[src/rtl/imu_frame_deser.sv]
// imu_frame_deser: serial-to-parallel deserializer for IMU burst frames.
// Shifts NUM_CH channels of CH_W bits (MSB first, channel 0 first) into a
// shadow register and publishes the complete frame atomically on o_frame_data.
// Optional mid-frame watchdog: define FRAME_TIMEOUT_EN to enable it.
module imu_frame_deser #(
    parameter int NUM_CH = 9,
    parameter int CH_W   = 16,
    parameter int CNT_W  = 8
`ifdef FRAME_TIMEOUT_EN
    ,
    parameter int TIMEOUT_CYC = 4096
`endif
) (
    input  logic                     i_clk,
    input  logic                     i_rst_n,
    input  logic                     i_bit_valid,
    input  logic                     i_bit_data,
    input  logic                     i_frame_start,
    output logic [NUM_CH*CH_W-1:0]   o_frame_data,
    output logic                     o_frame_valid,
    output logic [CNT_W-1:0]         o_frame_cnt,
    output logic                     o_busy,
    output logic                     o_err_abort,
    output logic                     o_err_timeout
);

    localparam int FRAME_W = NUM_CH * CH_W;
    localparam int BCW     = $clog2(FRAME_W);
    localparam logic [BCW-1:0] LAST_BIT = BCW'(FRAME_W - 1);

    typedef enum logic [1:0] {
        S_IDLE  = 2'd0,
        S_SHIFT = 2'd1,
        S_LOAD  = 2'd2
    } state_t;

    state_t             r_state;
    logic [FRAME_W-1:0] r_shadow;
    logic [FRAME_W-1:0] r_frame_data;
    logic [BCW-1:0]     r_bit_cnt;
    logic               r_frame_valid;
    logic               r_err_abort;
    logic [CNT_W-1:0]   r_frame_cnt;

    logic [FRAME_W-1:0] w_shadow_next;
    logic [FRAME_W-1:0] w_start_shadow;
    logic [FRAME_W-1:0] w_remap;
    logic [BCW-1:0]     w_start_cnt;

`ifdef FRAME_TIMEOUT_EN
    localparam int TCW = $clog2(TIMEOUT_CYC + 1);
    localparam logic [TCW-1:0] TO_LAST = TCW'(TIMEOUT_CYC - 1);

    logic [TCW-1:0]     r_to_cnt;
    logic               r_err_timeout;
`endif

    // Shadow image with the current bit written at its frame position (channel 0 on top).
    always_comb begin
        w_shadow_next = r_shadow;
        w_shadow_next[LAST_BIT - r_bit_cnt] = i_bit_data;
    end

    // Fresh shadow and bit counter for a frame start, taking bit 0 if it arrives with the start strobe.
    always_comb begin
        w_start_shadow = '0;
        w_start_shadow[FRAME_W-1] = i_bit_valid & i_bit_data;
        w_start_cnt = i_bit_valid ? BCW'(1) : '0;
    end

    // Remap shadow (channel 0 at the top) so channel k lands at [k*CH_W +: CH_W].
    for (genvar k = 0; k < NUM_CH; k++) begin : g_remap
        assign w_remap[k*CH_W +: CH_W] = w_shadow_next[FRAME_W-1-k*CH_W -: CH_W];
    end

    // Frame FSM: collects bits, publishes on the accepting edge so o_frame_valid is high during LOAD.
    always_ff @(posedge i_clk or negedge i_rst_n) begin
        if (!i_rst_n) begin
            r_state       <= S_IDLE;
            r_shadow      <= '0;
            r_frame_data  <= '0;
            r_bit_cnt     <= '0;
            r_frame_valid <= 1'b0;
            r_err_abort   <= 1'b0;
            r_frame_cnt   <= '0;
`ifdef FRAME_TIMEOUT_EN
            r_to_cnt      <= '0;
            r_err_timeout <= 1'b0;
`endif
        end else begin
            r_frame_valid <= 1'b0;
            r_err_abort   <= 1'b0;
`ifdef FRAME_TIMEOUT_EN
            r_err_timeout <= 1'b0;
`endif
            case (r_state)
                S_IDLE: begin
                    if (i_frame_start) begin
                        r_state   <= S_SHIFT;
                        r_shadow  <= w_start_shadow;
                        r_bit_cnt <= w_start_cnt;
`ifdef FRAME_TIMEOUT_EN
                        r_to_cnt  <= '0;
`endif
                    end
                end

                S_SHIFT: begin
                    if (i_frame_start) begin
                        r_err_abort <= 1'b1;
                        r_shadow    <= w_start_shadow;
                        r_bit_cnt   <= w_start_cnt;
`ifdef FRAME_TIMEOUT_EN
                        r_to_cnt    <= '0;
`endif
                    end else if (i_bit_valid) begin
`ifdef FRAME_TIMEOUT_EN
                        r_to_cnt <= '0;
`endif
                        r_shadow <= w_shadow_next;
                        if (r_bit_cnt == LAST_BIT) begin
                            r_state       <= S_LOAD;
                            r_bit_cnt     <= '0;
                            r_frame_data  <= w_remap;
                            r_frame_valid <= 1'b1;
                            r_frame_cnt   <= r_frame_cnt + CNT_W'(1);
                        end else begin
                            r_bit_cnt <= r_bit_cnt + BCW'(1);
                        end
                    end
`ifdef FRAME_TIMEOUT_EN
                    else if (r_to_cnt == TO_LAST) begin
                        r_err_timeout <= 1'b1;
                        r_state       <= S_IDLE;
                        r_shadow      <= '0;
                        r_bit_cnt     <= '0;
                        r_to_cnt      <= '0;
                    end else begin
                        r_to_cnt <= r_to_cnt + TCW'(1);
                    end
`endif
                end

                S_LOAD: begin
                    if (i_frame_start) begin
                        r_state   <= S_SHIFT;
                        r_shadow  <= w_start_shadow;
                        r_bit_cnt <= w_start_cnt;
`ifdef FRAME_TIMEOUT_EN
                        r_to_cnt  <= '0;
`endif
                    end else begin
                        r_state <= S_IDLE;
                    end
                end

                default: begin
                    r_state <= S_IDLE;
                end
            endcase
        end
    end

    assign o_frame_data  = r_frame_data;
    assign o_frame_valid = r_frame_valid;
    assign o_frame_cnt   = r_frame_cnt;
    assign o_busy        = (r_state != S_IDLE);
    assign o_err_abort   = r_err_abort;
`ifdef FRAME_TIMEOUT_EN
    assign o_err_timeout = r_err_timeout;
`else
    assign o_err_timeout = 1'b0;
`endif

endmodule

[config.mk]
export PLATFORM = sky130hd
export DESIGN_NAME = imu_frame_deser
export DESIGN_NICKNAME = d
export VERILOG_FILES = /design/src/rtl/imu_frame_deser.sv
export SDC_FILE = /design/constraint.sdc
export NUM_CORES = 1
export LEC_CHECK = 0
export ABC_AREA = 0
export CORE_MARGIN = 2
export CORE_UTILIZATION = 45
export DETAILED_ROUTE_END_ITERATION = 10
export GPL_ROUTABILITY_DRIVEN = 0
export PLACE_DENSITY = 0.66
export SETUP_SLACK_MARGIN = 0.05
export SLEW_MARGIN = 20
export SYNTH_ARGS = -nofsm -noshare
export SYNTH_HDL_FRONTEND = slang
export SYNTH_SLANG_ARGS = --single-unit
[constraint.sdc]
create_clock -name i_clk -period 5 [get_ports i_clk]
set_input_delay 1 -clock i_clk [delete_from_list [all_inputs] [get_ports i_clk]]
set_output_delay 1 -clock i_clk [all_outputs]
set_load 0.05 [all_outputs]
== Word-level counts from Yosys, hierarchy flattened ==
Index checks and enable logic that the tools add are counted.

* Output and inout bits: 156
* Word-level logic and storage cells: 56
* Bits of input ports: 5
* Register bits after elaboration: 308

* Mux-type cells: 25
* Bitwise gates (word level): 2
* Order comparisons: 2
* Add/subtract/negate cells: 3
* Reductions and logical operators: 8
* Equality and inequality tests: 9

{| class="wikitable"
|+ Operators with widths
! cell !! number
|-
| $mux 144 || 3
|-
| $pmux 144 s2 || 1
|-
| $bwmux 144 || 1
|-
| $mux 8 || 4
|-
| $add 8x1->8 const B || 2
|-
| $pmux 8 s2 || 1
|-
| $lt 8x9->1 const B || 1
|-
| $mux 1 || 9
|-
| $demux 1 s8 || 1
|-
| $eq 8x8->1 const B || 1
|-
| $ge 8x1->1 const B || 1
|-
| $mux 2 || 4
|-
| $ne 2x2->1 const B || 4
|-
| $reduce_and 4->1 || 2
|-
| $sub 8x8->8 const A || 1
|-
| $pmux 2 s3 || 1
|-
| $reduce_bool 2->1 || 2
|-
| $ne 3x3->1 const B || 1
|-
| $reduce_and 3->1 || 1
|-
| $eq 2x1->1 const B || 1
|-
| $eq 2x2->1 const B || 1
|-
| $logic_not 2->1 || 1
|-
| $ne 2x1->1 const B || 1
|-
| $reduce_or 2->1 || 1
|-
| other kinds (3) || 3
|}

== Logic depth before layout (Yosys ltp) ==
Gate-level depths: netlist of the first run.

* Word-level depth: 9
* Depth in mapped cells: 8

== Least setup slack after synthesis of the first run ==
No wires, ideal clock.

* Path type: input to register
* Start point: input port i_frame_start
* End point: register r_shadow[16]
* Setup slack: 2.840 ns
* Buffers on the path: 2
* Library setup time: 0.134 ns
* Arrival time: 2.026 ns
* Stages on the path: 6
* Path through: nand4bb_1 clkbuf_1 clkbuf_1 a21oi_1 o21ai_0 o31ai_1

* Word-level cells in the longest chain between the ends: 2
* Elaborated cells between the ends (all ways): 5
* Those cells by class: 2 x eq/ne; 2 x mux; 1 x reduce/logical

{| class="wikitable"
|+ Ends and longest elaborated chain
! element !! RTL line !! text
|-
| start: declaration || 18 || <nowiki>input logic i_frame_start,</nowiki>
|-
| $ne 3x3->1 (no source line), or another cell as far along || n/a ||
|-
| $reduce_and 3->1 (no source line) / $pmux 144 s2 (equally long branches) || n/a ||
|-
| end signal: assignment || 100 || <nowiki>r_shadow <= w_start_shadow;</nowiki>
|-
| end signal: assignment || 111 || <nowiki>r_shadow <= w_start_shadow;</nowiki>
|-
| end signal: assignment || 120 || <nowiki>r_shadow <= w_shadow_next;</nowiki>
|-
| end: declaration || 38 || <nowiki>logic [FRAME_W-1:0] r_shadow;</nowiki>
|}

Parallel ways exist; a longest one is shown, timed or not.
A chain may end at the register's enable or synchronous reset.

== Worst setup path in the final report of the first run ==
* Start point: input port i_bit_valid
* End point: register r_frame_data[69], in the netlist o_frame_data[69]

* Word-level cells in the longest chain between the ends: 1

{| class="wikitable"
|+ Ends and longest elaborated chain
! element !! RTL line !! text
|-
| start: declaration || 16 || <nowiki>input logic i_bit_valid,</nowiki>
|-
| $reduce_and 4->1 (no source line) || n/a ||
|-
| end signal: assignment || 124 || <nowiki>r_frame_data <= w_remap;</nowiki>
|-
| end: declaration || 39 || <nowiki>logic [FRAME_W-1:0] r_frame_data;</nowiki>
|}

Every way passes these cells.

==> results.json, run 1 <==
{
  "status": "completed",
  "layout_commonest_cell": "dfrtp_1",
  "timing.fmax_ghz": 0.302,
  "power_frac_clock_pct": 48.7,
  "max-slew-margin-rel_pct": 20.3,
  "routed_wl_um": 38800,
  "grtUsageMet3_pct": 3.72,
  "cts_tree": "yes",
  "crit_arrival_ns": 3.74,
  "peakVddDrop_uv": 216,
  "max_cap_viol_count": 0,
  "cp.required_ns": 5.42,
  "postCtsSetupBuffers": 0,
  "worstSetupStartpointType": "input pin",
  "period_share_pct": 66.2,
  "syn_avg_cell_area_um2": 9.21,
  "chipHeight_um": 184,
  "vias_per_cell": 5.79,
  "worstPathMaxFanout": 136,
  "clk_path_buf_depth": 3,
  "setup_violations": 0,
  "drc": 0,
  "layout_common_cells": "307 x dfrtp_1, 289 x o21ai_0, 285 x a21oi_1, 157 x clkdlybuf4s50_1, 148 x nand2_1",
  "globalRoute.busiestLayer": "met2",
  "switchingPower_mw": 1.19,
  "numPortBuffers": 159,
  "track_usage_pct": 23.1,
  "grt_start_max_net_pins": 137,
  "seq_power_share_pct": 47.0,
  "fin_crit_ns": 3.31,
  "synth_nets": 1586,
  "rows": 65,
  "grt.overflow.total": 0,
  "drt-pass1-iter-count": 6,
  "hold_depth": 1,
  "vias": 11897,
  "clock-root-buffer": "clkbuf_16",
  "grt_pass1_vias": 11383,
  "critPathCaptureType": "flop",
  "hold_viol_final": 0,
  "grt_pass1_wl_um": 62300,
  "ys_async_sr_fraction_pct": 100,
  "min_path_type": "reg -> reg",
  "swShare_pct": 22.4,
  "drv_slew": 0,
  "yosys_most_used_dff": "dfrtp_1",
  "drive_above_1_share_pct": 5.63,
  "fin_setup_tns_ns": 0,
  "area_growth_pct": 20.2,
  "ant_nets": 0,
  "synthDistinctLibCells": 43,
  "initial_utilization_pct": 45.9,
  "wl_per_cell_um": 18.9,
  "die_w_um": 184,
  "grt_use_met2_pct": 36.3,
  "worst_pin_slew_ns": 1.19,
  "synth-seq-cells": 307,
  "synth-edff-count": 0,
  "fillCellCount": 2789,
  "io_pins": 161,
  "ys_warn_count": 0,
  "core_um2": 31600,
  "crit_type": "in -> reg",
  "clk_pin_slew_ns": 0.06,
  "worstSkewPairLatency_ns": 0.51,
  "rsz0062_at_grt": "no",
  "fin_nets": 1638,
  "grt_antenna_before_repair": 1,
  "r2r_cells": 6,
  "fin_skew_ns": 0.0158,
  "numCtsBuffers": 34,
  "internal_power_mw": 4.12,
  "use_met1_pct": 33.2,
  "power_frac_comb_pct": 4.3,
  "power.density_nw_per_um2": 305,
  "cts-resized-gates": 0,
  "synthesis.area_um2": 14500,
  "holdWs_ns": 0.480,
  "hold_buffers": 0,
  "syn_inst": 1576,
  "die-area_um2": 33700,
  "seq_area_frac_synth_pct": 52.9,
  "cellLeakagePower_nw": 8.29,
  "cts.sinks": 307,
  "placed_area_um2": 16300,
  "dp.final_hpwl_um": 21800,
  "drt-initial-drc-count": 1373,
  "htree_levels": 2,
  "finish.instance_area_um2": 17400,
  "final_util_pct": 55.1
}
==> path summary, 6_finish.rpt <==
| path | to | slack (ns) | start |
|---|---|---|---|
| setup / recovery | o_frame_data[69] | 1.69 | i_bit_valid |
| max in group asynchronous | o_frame_data[55] | 3.42 | i_rst_n |
| min in group asynchronous | o_frame_data[126] | 0.56 | i_rst_n |
| setup reg to reg | o_frame_data[69] | 1.97 | r_bit_cnt[2] |
| hold / removal | o_frame_cnt[7] | 0.48 | o_frame_cnt[7] |
| hold reg to reg | o_frame_cnt[7] | 0.48 | o_frame_cnt[7] |
==> area by class of cell <==
| type | instances | area, um2 | area share (%) |
|---|---|---|---|
| Tap cell | 402 | 503 | 2.88 |
| Inverter | 4 | 15.0 | 0.0861 |
| Multi-Input combinational cell | 1101 | 6270 | 36.0 |
| Clock inverter | 8 | 146 | 0.839 |
| Sequential cell | 307 | 7680 | 44.1 |
| Antenna cell | 1 | 2.50 | 0.0143 |
| Clock buffer | 51 | 996 | 5.71 |
| Timing Repair Buffer | 180 | 1820 | 10.4 |
==> per-layer routing <==
layer,wire (um),vias to the layer above
li1,-,5612
met2,18100,364
met5,0,-
met4,958,0
met3,2360,65
met1,17400,5856
==> cell usage after synthesis, drive strengths merged (2+ instances only) <==
cell,count,area share (%)
xor2,4,0.24
or3,2,0.086
mux2,2,0.16
and3,5,0.22
inv,4,0.10
and2,2,0.086
nor4b,5,0.34
nand3,11,0.38
nor2,146,3.8
o31ai,2,0.10
a21oi,285,9.8
nor4,2,0.086
ha,5,0.43
nor4bb,4,0.28
nand2,150,3.9
mux2i,141,9.7
o21ai,289,10
or2,2,0.086
nor3b,4,0.34
o21a,4,0.21
dfrtp,307,53
and3b,8,0.48
buf,48,1.7
nand4,3,0.13
nand4b,3,0.18
a22o,2,0.12
a31oi,2,0.086
nor3,4,0.22
xnor2,5,0.30
clkbuf,116,3.0
==> power by group through the flow <==
stage | Combinational [mW] | Clock (mW) | Sequential [mW]
after CTS | 0.230 | 2.63 | 2.49
after detailed placement | 0.230 | 0 | 2.54
after global placement | 0.228 | 0 | 2.54
final | 0.230 | 2.59 | 2.49
after global routing | 0.255 | 2.75 | 2.49
after floorplan | 0.120 | 0 | 2.54
==> stage by stage <==
step / setup WS (ns) / power (mW) / instances
after floorplan: 2.84 / 2.66 / 1576
after global placement: 1.25 / 2.77 / 1993
after detailed placement: 1.19 / 2.77 / 1993
after CTS: 1.70 / 5.36 / 2052
after global routing: 1.47 / 5.50 / 2054
final: 1.69 / 5.31 / 2054
==> worst max-delay path, cell delays in order <==
cell and delay, ns:
clkdlybuf4s50_1 0.67, nand4bb_4 0.53, nor3_4 0.43, buf_12 0.45, buf_4 0.40, nor2_1 0.08
a21oi_1 0.12
==> state kept, by name (all words and copies together), names as in the netlist <==
name,cells
o_err_abort,1
o_frame_data,144
o_frame_cnt,8
r_bit_cnt,8
o_frame_valid,1
r_state,2
r_shadow,143
==> logic make-up (layout without fill, tap and decap cells) <==
family                     count (synthesis)  in the layout  synth area share, %
adders and majority gates                  5              5                0.431
AOI/OAI and AO/OA                        589            589                 20.6
xor gates and xnor gates                   9              9                0.543
and+or+nand+nor                          354            354                 10.8
muxes                                    143            143                 9.88
buffers and inverters                    168            243                 4.76
other                                      1              2               0.0258
DFF                                      307            307                 52.9
Note: power is estimated with default switching activity, not from simulation.
==> run 2, diff against run 1 <==
clock period = 3.18 ns   (was 5 ns; I/O delays follow)
==> run 2 against run 1 <==
  * Flip-flop and latch count did not move
  * Die area did not move
  * Non-clock buffer count rose by 35
  * Sequential share of layout area fell by 0.86 points
==> results.json, run 2 (same netlist as run 1, synthesis figures left out) <==
{
  "drv_slew": 0,
  "reg2reg_slack_ns": 0.69,
  "cellLeakagePower_nw": 8.52,
  "cp-endpoint": "o_busy",
  "die_w_um": 184,
  "largest_reg_flops": 144,
  "die-area_um2": 33700,
  "ant_nets": 0,
  "crit_type": "reg -> out",
  "worstSkewPairLatency_ns": 0.51,
  "cts_tree": "yes",
  "dp.cells": 2029,
  "globalRoute.busiestLayer": "met2",
  "hold_viol_final": 0,
  "power.density_nw_per_um2": 477,
  "placed_area_um2": 16600,
  "fin_setup_tns_ns": 0,
  "drive_above_1_share_pct": 8.05,
  "cts-resized-gates": 0,
  "grt_pass1_wl_um": 63900,
  "finish.instance_area_um2": 17800,
  "io_pins": 161,
  "grt_antenna_before_repair": 2,
  "internal_power_mw": 6.56,
  "r2r-start": "r_bit_cnt[6]",
  "seq_power_share_pct": 46.3,
  "cts.sinks": 307,
  "grt.overflow.total": 0,
  "wl_per_cell_um": 18.8,
  "swShare_pct": 22.7,
  "htree_levels": 2,
  "setup_violations": 0,
  "use_met1_pct": 34.4,
  "drc": 0,
  "numCtsBuffers": 35,
  "chipHeight_um": 184,
  "startpoint": "r_state[0]",
  "clk_path_buf_depth": 3,
  "switchingPower_mw": 1.92,
  "power_frac_clock_pct": 49.2,
  "final_util_pct": 56.2,
  "cp_num_cells": 2,
  "crit_arrival_ns": 2.08,
  "critical_path_buf_inv_count": 1,
  "vias": 11962,
  "clk_pin_slew_ns": 0.06,
  "max-slew-margin-rel_pct": 44.1,
  "fin_nets": 1674,
  "vias_per_cell": 5.72,
  "hold_buffers": 0,
  "status": "completed",
  "max_cap_viol_count": 0,
  "cp.required_ns": 2.54,
  "layout_commonest_cell": "dfrtp_1",
  "worst_slack_ns": 0.463,
  "clock-root-buffer": "clkbuf_16",
  "rows": 65,
  "worstSetupStartpointType": "flop",
  "drt-pass1-iter-count": 5,
  "worstReg2RegEnd": "o_frame_data[67]",
  "critPathCaptureType": "output port",
  "final_cells": 2093,
  "initial_utilization_pct": 45.9,
  "power_frac_comb_pct": 4.5,
  "grt_use_met2_pct": 36.1,
  "worst_pin_slew_ns": 0.838,
  "dp.final_hpwl_um": 24300,
  "worstPathMaxFanout": 9,
  "grtUsageMet3_pct": 3.92,
  "cp_cell_sequence": "or2_2 -> clkdlybuf4s50_1",
  "place_ws_ns": 0.396,
  "grt_pass1_vias": 11591,
  "core_um2": 31600,
  "fin_skew_ns": 0.0121,
  "track_usage_pct": 23.7,
  "slowest_stage": "clkdlybuf4s50_1",
  "routed_wl_um": 39500,
  "layout_common_cells": "307 x dfrtp_1, 289 x o21ai_0, 285 x a21oi_1, 157 x clkdlybuf4s50_1, 148 x nand2_1",
  "grt_start_max_net_pins": 98,
  "timing.fmax_ghz": 0.368,
  "rsz0062_at_grt": "no",
  "drt-initial-drc-count": 1377,
  "postCtsSetupBuffers": 0,
  "period_share_pct": 85.4,
  "area_growth_pct": 22.6,
  "fin_crit_ns": 2.72,
  "peakVddDrop_uv": 280,
  "cp_top_family": "buffers and inverters",
  "slowest_delay_ns": 0.71,
  "r2r_cells": 7,
  "min_path_type": "in -> async",
  "numPortBuffers": 159
}
## run 2: cell count changes in the layout (fill, tap and decap cells not counted), sizes merged
cell,change
bufinv,-1
inv,-1
diode,+1
buf,+35
clkbuf,-2
clkinv,+7
## run 2: metrics by stage
step | power, mW | hold WS, ns
after global placement | 4.37 | 0.467
after CTS | 8.56 | 0.0938
final | 8.48 | 0.0699
after floorplan | 4.18 | 0.340
after detailed placement | 4.38 | 0.473
after global routing | 8.77 | 0.102
## run 2: worst min-delay path by stage
| stage | start | endpoint | slack (ns) |
|---|---|---|---|
| 3_3_place_gp | o_frame_cnt[7] | o_frame_cnt[7] | 0.47 |
| 6_report | i_rst_n | o_frame_data[124] | 0.07 |
| 2_1_floorplan | i_rst_n | o_err_abort | 0.34 |
| 5_1_grt | i_rst_n | o_frame_data[141] | 0.10 |
| 3_5_place_dp | o_frame_cnt[7] | o_frame_cnt[7] | 0.47 |
| 4_1_cts | i_rst_n | o_frame_data[122] | 0.09 |
## run 2: layer usage
layer | wire (um) | up-vias
li1 | - | 5652
met2 | 18200 | 420
met4 | 1150 | 0
met5 | 0 | -
met3 | 2430 | 70
met1 | 17600 | 5820
## run 2: cell type report
type	instances	area, um2
Multi-Input combinational cell	1101	6270
Inverter	4	15.0
Clock buffer	49	1050
Fill cell	2738	13800
Tap cell	402	503
Antenna cell	2	5.00
Timing Repair Buffer	215	2110
Clock inverter	13	146
Sequential cell	307	7680
## run 2: power groups by stage
stage	clock, mW	sequential, mW	combinational [mW]
after floorplan	0	3.99	0.189
after global placement	0	3.99	0.381
after detailed placement	0	3.99	0.386
after CTS	4.26	3.92	0.387
after global routing	4.43	3.92	0.426
final	4.17	3.92	0.383
## run 2: worst register-to-register path, cell delays in order (launching register included)
cell and delay, ns:
dfrtp_1 0.36, buf_4 0.19, or4b_1 0.66, nor3_4 0.32, buf_4 0.23, buf_12 0.31
nor2_1 0.17, a21oi_1 0.16
==> run 3, diff against run 2 <==
ABC_CLOCK_PERIOD_IN_PS = 3180   (was unset)
==> results of run 3 <==
Same layout as run 2: the final DEF is identical, and so are final timing and power.
